`src/rtl/multi_cycle_ctrl.sv`:
```
// Multi-cycle control FSM for the RV32I-subset core: FETCH/DECODE/EXECUTE/MEM/WB.
// Optional MCCTRL_ILLEGAL_TRAP_EN: illegal encodings enter a sticky TRAP state instead of executing as a NOP.
module multi_cycle_ctrl (
    input  logic        clk,
    input  logic        rstN,
    input  logic [31:0] instr,
    input  logic        memReady,
    input  logic        aluZero,
    output logic        memRead,
    output logic        memWrite,
    output logic        irWrite,
    output logic        regWrite,
    output logic        pcWrite,
    output logic        pcSrc,
    output logic [1:0]  aluIn2Sel,
    output logic [3:0]  aluOp,
    output logic        wbSel,
    output logic        trap,
    output logic [2:0]  dbgState
);

`ifdef MCCTRL_ILLEGAL_TRAP_EN
    typedef enum logic [2:0] {
        S_FETCH   = 3'd0,
        S_DECODE  = 3'd1,
        S_EXECUTE = 3'd2,
        S_MEM     = 3'd3,
        S_WB      = 3'd4,
        S_TRAP    = 3'd5
    } state_e;
`else
    typedef enum logic [2:0] {
        S_FETCH   = 3'd0,
        S_DECODE  = 3'd1,
        S_EXECUTE = 3'd2,
        S_MEM     = 3'd3,
        S_WB      = 3'd4
    } state_e;
`endif

    typedef enum logic [2:0] {
        C_ALU_R,
        C_ALU_I,
        C_LOAD,
        C_STORE,
        C_BRANCH,
        C_ILLEGAL
    } cls_e;

    localparam logic [3:0] ALU_ADD = 4'd0;
    localparam logic [3:0] ALU_SUB = 4'd1;

    state_e     state_q, state_d;
    cls_e       cls;
    logic [1:0] sel_dec;
    logic [3:0] op_dec;
    logic       br_taken;

    logic       mem_read_c, mem_write_c, ir_write_c, reg_write_c, pc_write_c, pc_src_c, wb_sel_c;
    logic [1:0] alu_sel_c;
    logic [3:0] alu_op_c;

    logic       unused_instr;
    assign unused_instr = ^{instr[31], instr[29:15], instr[11:7]};

    // funct3 -> ALU op; alt picks SUB (funct3 000) or SRA (funct3 101).
    function automatic logic [3:0] alu_fn(input logic [2:0] f3, input logic alt);
        case (f3)
            3'b000:  alu_fn = alt ? 4'd1 : 4'd0;
            3'b001:  alu_fn = 4'd2;
            3'b010:  alu_fn = 4'd3;
            3'b011:  alu_fn = 4'd4;
            3'b100:  alu_fn = 4'd5;
            3'b101:  alu_fn = alt ? 4'd7 : 4'd6;
            3'b110:  alu_fn = 4'd8;
            default: alu_fn = 4'd9;
        endcase
    endfunction

    always_comb begin
        cls     = C_ILLEGAL;
        sel_dec = 2'b00;
        op_dec  = ALU_ADD;
        case (instr[6:0])
            7'b0110011: begin
                cls    = C_ALU_R;
                op_dec = alu_fn(instr[14:12], instr[30]);
            end
            7'b0010011: begin
                cls     = C_ALU_I;
                sel_dec = (instr[13:12] == 2'b01) ? 2'b10 : 2'b01;
                op_dec  = alu_fn(instr[14:12], instr[30] & (instr[14:12] == 3'b101));
            end
            7'b0000011: begin
                cls     = C_LOAD;
                sel_dec = 2'b01;
            end
            7'b0100011: begin
                cls     = C_STORE;
                sel_dec = 2'b01;
            end
            7'b1100011: begin
                if (instr[14:13] == 2'b00) begin
                    cls    = C_BRANCH;
                    op_dec = ALU_SUB;
                end
            end
            default: cls = C_ILLEGAL;
        endcase
    end

    // funct3[0] distinguishes BNE from BEQ.
    assign br_taken = instr[12] ? ~aluZero : aluZero;

    always_ff @(posedge clk or negedge rstN) begin
        if (!rstN) state_q <= S_FETCH;
        else       state_q <= state_d;
    end

    // memRead/memWrite are the request (valid) and memReady the completion (ready): a request
    // is held every cycle until memReady is high, and the access completes in that cycle.
    always_comb begin
        state_d     = state_q;
        mem_read_c  = 1'b0;
        mem_write_c = 1'b0;
        ir_write_c  = 1'b0;
        reg_write_c = 1'b0;
        pc_write_c  = 1'b0;
        pc_src_c    = 1'b0;
        wb_sel_c    = 1'b0;
        alu_sel_c   = 2'b00;
        alu_op_c    = ALU_ADD;
        case (state_q)
            S_FETCH: begin
                mem_read_c = 1'b1;
                if (memReady) begin
                    ir_write_c = 1'b1;
                    state_d    = S_DECODE;
                end
            end
            S_DECODE: begin
`ifdef MCCTRL_ILLEGAL_TRAP_EN
                state_d = (cls == C_ILLEGAL) ? S_TRAP : S_EXECUTE;
`else
                state_d = S_EXECUTE;
`endif
            end
            S_EXECUTE: begin
                alu_sel_c = sel_dec;
                alu_op_c  = op_dec;
                case (cls)
                    C_BRANCH: begin
                        pc_write_c = 1'b1;
                        pc_src_c   = br_taken;
                        state_d    = S_FETCH;
                    end
                    C_LOAD, C_STORE: state_d = S_MEM;
                    C_ALU_R, C_ALU_I: state_d = S_WB;
                    default: begin
                        // Illegal encoding retires as a NOP.
                        pc_write_c = 1'b1;
                        state_d    = S_FETCH;
                    end
                endcase
            end
            S_MEM: begin
                alu_sel_c   = 2'b01;
                alu_op_c    = ALU_ADD;
                mem_read_c  = (cls == C_LOAD);
                mem_write_c = (cls != C_LOAD);
                if (memReady) begin
                    if (cls == C_LOAD) begin
                        state_d = S_WB;
                    end else begin
                        pc_write_c = 1'b1;
                        state_d    = S_FETCH;
                    end
                end
            end
            S_WB: begin
                alu_sel_c   = sel_dec;
                alu_op_c    = op_dec;
                reg_write_c = 1'b1;
                pc_write_c  = 1'b1;
                wb_sel_c    = (cls == C_LOAD);
                state_d     = S_FETCH;
            end
`ifdef MCCTRL_ILLEGAL_TRAP_EN
            S_TRAP: state_d = S_TRAP;
`endif
            default: state_d = S_FETCH;
        endcase
    end

    // Reset gates every output combinationally so an aborted access drops at once.
    assign memRead   = rstN & mem_read_c;
    assign memWrite  = rstN & mem_write_c;
    assign irWrite   = rstN & ir_write_c;
    assign regWrite  = rstN & reg_write_c;
    assign pcWrite   = rstN & pc_write_c;
    assign pcSrc     = rstN & pc_src_c;
    assign wbSel     = rstN & wb_sel_c;
    assign aluIn2Sel = rstN ? alu_sel_c : 2'b00;
    assign aluOp     = rstN ? alu_op_c : 4'd0;
    assign dbgState  = state_q;

`ifdef MCCTRL_ILLEGAL_TRAP_EN
    assign trap = rstN & (state_q == S_TRAP);
`else
    assign trap = 1'b0;
`endif

endmodule

```
`config.mk`:
```
export PLATFORM = sky130hd
export DESIGN_NAME = multi_cycle_ctrl
export DESIGN_NICKNAME = d
export VERILOG_FILES = /design/src/rtl/multi_cycle_ctrl.sv
export SDC_FILE = /design/constraint.sdc
export NUM_CORES = 1
export LEC_CHECK = 0
export ABC_AREA = 1
export CORE_MARGIN = 2
export CORE_UTILIZATION = 27
export CTS_CLUSTER_SIZE = 12
export DETAILED_ROUTE_END_ITERATION = 6
export PLACE_DENSITY_LB_ADDON = 0.08
export SLEW_MARGIN = 20
export SYNTH_ARGS = -nofsm -noshare
export SYNTH_HDL_FRONTEND = slang
export SYNTH_SLANG_ARGS = --single-unit
export TNS_END_PERCENT = 100
```
`constraint.sdc`:
```
create_clock -name clk -period 1.15 [get_ports clk]
set_input_delay 0.23 -clock clk [delete_from_list [all_inputs] [get_ports clk]]
set_output_delay 0.23 -clock clk [all_outputs]
set_load 0.1 [all_outputs]
```
==> results of run 1 <==
==> layer usage <==
layer / part of all wire [%] / vias to the layer above
met5: 0 / -
met4: 3.7 / 0
met3: 4.6 / 12
met2: 56 / 48
met1: 36 / 475
li1: - / 467
==> power breakdown <==
group	internal, W	leakage [nW]	switching [W]
Combinational	0.000957	0.714	0.00130
Sequential	0.000163	0.0344	0.0000977
Clock	0.000131	0.0150	0.0000676
Total	0.00125	0.763	0.00146
==> stage by stage <==
| step | cells | TNS, ns | utilization [%] | hold slack, ns | setup slack (ns) |
|---|---|---|---|---|---|
| 2_1_floorplan | 101 | -10.14 | - | -0.0656 | -0.929 |
| 4_1_cts | 195 | -8.52 | 80.3 | 0.293 | -0.679 |
| 5_1_grt | 201 | -11.08 | 86.8 | 0.342 | -0.872 |
| 3_3_place_gp | 185 | -9.13 | 70.7 | 0.532 | -0.735 |
| 6_report | 201 | -10.20 | 86.8 | 0.337 | -0.789 |
| 3_5_place_dp | 185 | -9.36 | 70.7 | 0.531 | -0.750 |
==> cells by family (layout without fill, tap and decap cells) <==
family	after synthesis	in the layout	share of synthesized area (%)
AND/OR/NAND/NOR	66	66	61.2
buffers and inverters	21	94	14.5
AO/OA/AOI/OAI	10	10	10.4
flip-flops	3	3	13.2
other	1	1	0.660
==> synthesized netlist by cell type <==
cell,number
nand2_1,22
conb_1,1
o21ai_2,1
nor3_1,3
nand3_2,2
a21oi_1,5
inv_1,13
buf_4,1
nor4_1,1
nand2_4,1
nor2_8,1
nand4_1,2
nor2_2,5
inv_2,7
dfrtp_1,3
nor2_4,2
o21ai_0,2
o21bai_1,1
nand3_1,12
nor2_1,11
nand2_2,3
a21boi_0,1
or2_1,1
==> path summary, 6_finish.rpt <==
path	end	depth (start not counted)	slack, ns
min reg2reg	dbgState[2]$_DFFE_PN0P_	5	0.84
min in group clk	dbgState[2]$_DFFE_PN0P_	4	0.56
max reg2reg	dbgState[0]$_DFFE_PN0P_	8	-0.18
max	pcSrc	8	-0.79
max in group asynchronous	dbgState[1]$_DFFE_PN0P_	2	0.68
min	dbgState[0]$_DFFE_PN0P_	2	0.34
==> critical path, stage by stage <==
cell and delay [ns]:
clkdlybuf4s50_1 0.51, inv_1 0.15, a21oi_1 0.18, o21ai_0 0.14
nor2_1 0.13, nand2_1 0.10, clkinvlp_4 0.10, buf_12 0.17
==> final cells by class <==
cell class | instances | area [um2] | share of cell area, %
Inverter | 20 | 91.3 | 5.31
Clock buffer | 4 | 26.3 | 1.53
Timing Repair Buffer | 70 | 811 | 47.1
Sequential cell | 3 | 86.3 | 5.02
Multi-Input combinational cell | 77 | 672 | 39.1
Tap cell | 27 | 33.8 | 1.96
==> repair_timing <==
item | in CTS | in global routing
resized for setup | 43 | 22
endpoints found under the hold margin | 0 | 0
pin swaps | 15 | 10
endpoints found under the setup margin | 19 | 19
setup buffers | 7 | 7
==> summary.txt, run 1 <==
Synth
  – Synth cell types: 23
  – Syn nets: 137
  – Mapped Cells: 101
  – Post-synthesis instance area: 568 um2
  – Dominant cell type by area after synthesis: nand2_1
  – Sequential area share after synthesis: 13.2%
  – Share of the synthesized area in the top cell type: 14.5%
  – Synthesized area per cell: 5.62 um2
  – Yosys warns: 0
  – Synth Register Bits: 3
  – Area contributors post-synth: nand2_1 (15%), dfrtp_1 (13%), nand3_1 (11%), inv_1 (8.6%), nor2_1 (7.3%)

Setup path
  – CP Data Required Time: 0.92 ns
  – Crit path arrival time: 1.71 ns
  – Critical path class: in -> out
  – CP Launch Type: input pin
  – CP startpoint: rstN
  – Crit Path Max Fanout: 4
  – R2R Path Start: dbgState[0]$_DFFE_PN0P_
  – Setup crit end kind: primary output

Routing
  – Total Wirelength: 3110 um
  – Post-route ant nets: 0
  – Initial drt markers: 16
  – Vias: 1002
  – Drc violations: 0
  – DRT Pass-1 Iters: 5
  – Vias/cell: 4.99
  – Routed length per instance: 15.4 um

Global route
  – Antenna violations before repair: 0
  – Met2 GRT Util: 42.7%
  – Vias in the first global route: 976
  – Total gr overflow: 0
  – First-pass GRT wire length: 4140 um
  – GRT Total Usage: 21.7%
  – Largest net degree at the start of global routing: 6
  – GRT busiest layer: met2
  – M1 GR Usage: 22.2%
  – M3 GR Usage: 3.64%

Clocking
  – Sink Count: 3
  – CTS tree: done
  – Cts hold-fix bufs: 0
  – Clock root buffer: clkbuf_4
  – Worst-Skew Late Latency: 0.24 ns
  – TritonCTS Buffers: 3
  – Clock tree buffer depth: 2
  – Clock transition at path regs: 0.04 ns
  – H-tree depth: 1

Layout
  – Layout area overhead: 203%
  – Filler instances: 101
  – Most common cell after layout, fill and taps aside: buf_4
  – ANT cells: 0
  – Max FFs per register: 3
  – Nets: 211
  – Most frequent cells in the layout: buf_4 (24), buf_12 (16), buf_6 (16), nand2_1 (14), nor2_4 (12)
  – Layout cells sized above 1: 66.7%
  – Final instance area: 1720 um2

Timing
  – Fin crit share: 169%
  – Slew Viols, Final: 0
  – Layout Skew: 0.00390 ns
  – Setup violators final: 19
  – RSZ-0062 raised after global routing: yes
  – Final worst slack: -0.789 ns
  – Fin. Hold Viols: 0
  – Peak Freq: 0.516 GHz
  – Final min period: 1.94 ns

Run status
  – Failing checks: setup timing
  – Status: finished, violations left

Die
  – Core area: 1980 um2
  – Die H: 49.9 um
  – Rows: 16
  – Die area: 2490 um2
  – Initial Utilization: 28.7%
  – I/O Pins: 53
  – Die X: 49.9 um

Power and ir drop
  – Static leakage: 0.763 nW
  – Power, Total: 0.00271 W
  – VDD IR-drop max: 0.00195 V
  – Pwr Density: 1580 nW/um2

Run
  – Maxcap violations: 0

Worst hold path
  – Hold Crit Class: in -> async

Placement
  – Port Buffers: 30
  – GP Congestion: 0.809
  – DP HPWL: 1630 um
  – Placed Area: 1400 um2
No activity file was read; power rests on OpenSTA's default activity.
==> run 2, diff against run 1 <==
--- a/config.mk
+++ b/config.mk
@@ -6,8 +6,9 @@
 export NUM_CORES = 1
 export LEC_CHECK = 0
 export ABC_AREA = 1
-export CORE_MARGIN = 2
-export CORE_UTILIZATION = 27
+export CELL_PAD_IN_SITES_DETAIL_PLACEMENT = 0
+export CELL_PAD_IN_SITES_GLOBAL_PLACEMENT = 2
+export CORE_UTILIZATION = 11
 export CTS_CLUSTER_SIZE = 12
 export DETAILED_ROUTE_END_ITERATION = 6
 export PLACE_DENSITY_LB_ADDON = 0.08
==> run 2 against run 1 <==
Effect of this change: the run still ends with setup timing left; non-clock buffer count did not move; worst hold slack better by 0.21 ns; global-route usage down 13 points; clock skew fell by 0.0012 ns; first-iteration DRC count is 63% lower; clock-buffer cell count stayed put; die area grew 120%; critical endpoint is now aluIn2Sel[0]; largest power group unchanged.
==> summary.txt, run 2 (synthesis gave the netlist of run 1 again) <==
Run status
  – Status: finished, violations left
  – Failing checks: setup timing

Die
  – Die H: 73.9 um
  – Rows: 25
  – Initial Utilization: 11.7%
  – Die area: 5460 um2
  – I/O Pins: 53
  – Die X: 73.9 um
  – Core area: 4850 um2

Global route
  – Largest net degree at the start of global routing: 6
  – Vias in the first global route: 845
  – GRT Total Usage: 8.63%
  – Antenna violations before repair: 0
  – GRT busiest layer: met2
  – M3 GR Usage: 0.549%
  – Met2 GRT Util: 15.5%
  – M1 GR Usage: 11.5%
  – First-pass GRT wire length: 3720 um
  – Total gr overflow: 0

Layout
  – Final core utilization: 36.9%
  – Layout area overhead: 215%
  – Most frequent cells in the layout: buf_4 (28), buf_12 (19), nand2_1 (14), nor2_4 (11)
  – Max FFs per register: 3
  – Layout cells sized above 1: 67.8%
  – Nets: 211
  – ANT cells: 0
  – Finished Layout Cells: 241
  – Final instance area: 1790 um2
  – Most common cell after layout, fill and taps aside: buf_4
  – Filler instances: 510

Routing
  – Drc violations: 0
  – Total Wirelength: 2260 um
  – Post-route ant nets: 0
  – DRT Pass-1 Iters: 2
  – Initial drt markers: 6
  – Vias/cell: 3.68
  – Routed length per instance: 9.39 um
  – Vias: 887

Timing
  – Fin. Hold Viols: 0
  – Layout Skew: 0.00270 ns
  – RSZ-0062 raised after global routing: yes
  – Final worst slack: -0.631 ns
  – Slew Viols, Final: 0
  – Worst hold slack: 0.551 ns
  – Setup violators final: 18
  – Final min period: 1.78 ns
  – Peak Freq: 0.561 GHz
  – Fin crit share: 155%

Clocking
  – H-tree depth: 1
  – Clock transition at path regs: 0.03 ns
  – Clock tree buffer depth: 2
  – CTS tree: done
  – Clock root buffer: clkbuf_8
  – Worst-Skew Late Latency: 0.21 ns
  – Sink Count: 3
  – TritonCTS Buffers: 3

Power and ir drop
  – Pwr Density: 1400 nW/um2
  – VDD IR-drop max: 0.000705 V
  – Power, Total: 0.00250 W
  – Static leakage: 0.776 nW

Setup path
  – Worst Path Buf+Inv: 4
  – Worst path max stage delay: 0.52 ns
  – Slowest-stage cell, CP: dfrtp_4
  – Critical path class: reg -> out
  – Crit path arrival time: 1.55 ns
  – Kind of cell adding the most delay to the critical path: flip-flops
  – CP Cell Sequence: inv_4 > nand3_4 > buf_12 > a21oi_1 > inv_1 > nor2_4 > buf_12
  – CP Launch Type: flop
  – Crit-path most repeated cell: buf_12
  – Setup crit end kind: primary output
  – Crit Path Max Fanout: 4
  – CP Data Required Time: 0.92 ns

Placement
  – DP HPWL: 1910 um
  – Placed Area: 1510 um2
  – GP Congestion: 0.682
  – Placed Instances: 230
  – Port Buffers: 30

Run
  – Maxcap violations: 0

Worst hold path
  – Hold Crit Class: in -> async
## run 2: changes by cell type in the layout (fill, tap and decap cells not counted), sizes merged
cell and change:
dlygate4sd3 +1, dlymetal6s2s +1, buf -1, clkdlybuf4s50 -1
## run 2: repair_timing
| item | in CTS | in global routing |
|---|---|---|
| hold buffers | 0 | 1 |
| pin swaps | 11 | 9 |
| resized for setup | 29 | 28 |
| endpoints found under the setup margin | 19 | 19 |
| hold endpoints to repair | 0 | 3 |
| setup buffers | 5 | 3 |
## run 2: layer usage
| metal | wire, um | vias to the layer above | share of wire [%] |
|---|---|---|---|
| li1 | - | 464 | - |
| met1 | 1010 | 405 | 45 |
| met2 | 1180 | 18 | 52 |
| met3 | 71 | 0 | 3.1 |
| met4 | 0 | 0 | 0 |
| met5 | 0 | - | 0 |
## run 2: final cells by class
class / count / area, um2 / share of cell area, %
clock buffers: 4 / 45.0 / 2.52
inverters: 20 / 86.3 / 4.83
multi-input cells: 77 / 661 / 36.9
flip-flops and latches: 3 / 86.3 / 4.83
well taps: 67 / 83.8 / 4.69
repair buffers: 70 / 827 / 46.2
## run 2: stage by stage
stage               TNS, ns  worst slack (ns)
floorplan            -10.14            -0.929
global placement      -9.78            -0.780
detailed placement    -9.79            -0.801
CTS                   -8.81            -0.667
global route          -9.39            -0.707
finish                -8.47            -0.631
## run 2: power by group
group	internal (W)	switching [W]	total, W
clock	0.000236	0.0000634	0.000299
combinational	0.000816	0.00114	0.00196
sequential	0.000163	0.0000843	0.000247
## run 2: worst paths after layout
path,cells after the start,end,from,slack (ns)
setup reg to reg,8,dbgState[0]$_DFFE_PN0P_,dbgState[0]$_DFFE_PN0P_,-0.06
max in group asynchronous,3,dbgState[2]$_DFFE_PN0P_,rstN,0.43
min in group clk,4,dbgState[2]$_DFFE_PN0P_,instr[4],0.60
hold reg to reg,4,dbgState[2]$_DFFE_PN0P_,dbgState[0]$_DFFE_PN0P_,0.79
setup / recovery,7,aluIn2Sel[0],dbgState[0]$_DFFE_PN0P_,-0.63
hold / removal,3,dbgState[1]$_DFFE_PN0P_,rstN,0.55
## run 2: worst reg2reg max path, cell delays in order (launching register included)
cell	delay (ns)
dfrtp_4	0.52
inv_4	0.10
buf_4	0.11
nand2_2	0.05
nor2_4	0.12
inv_2	0.09
nand2_1	0.07
nand2_1	0.04
nand2_1	0.05
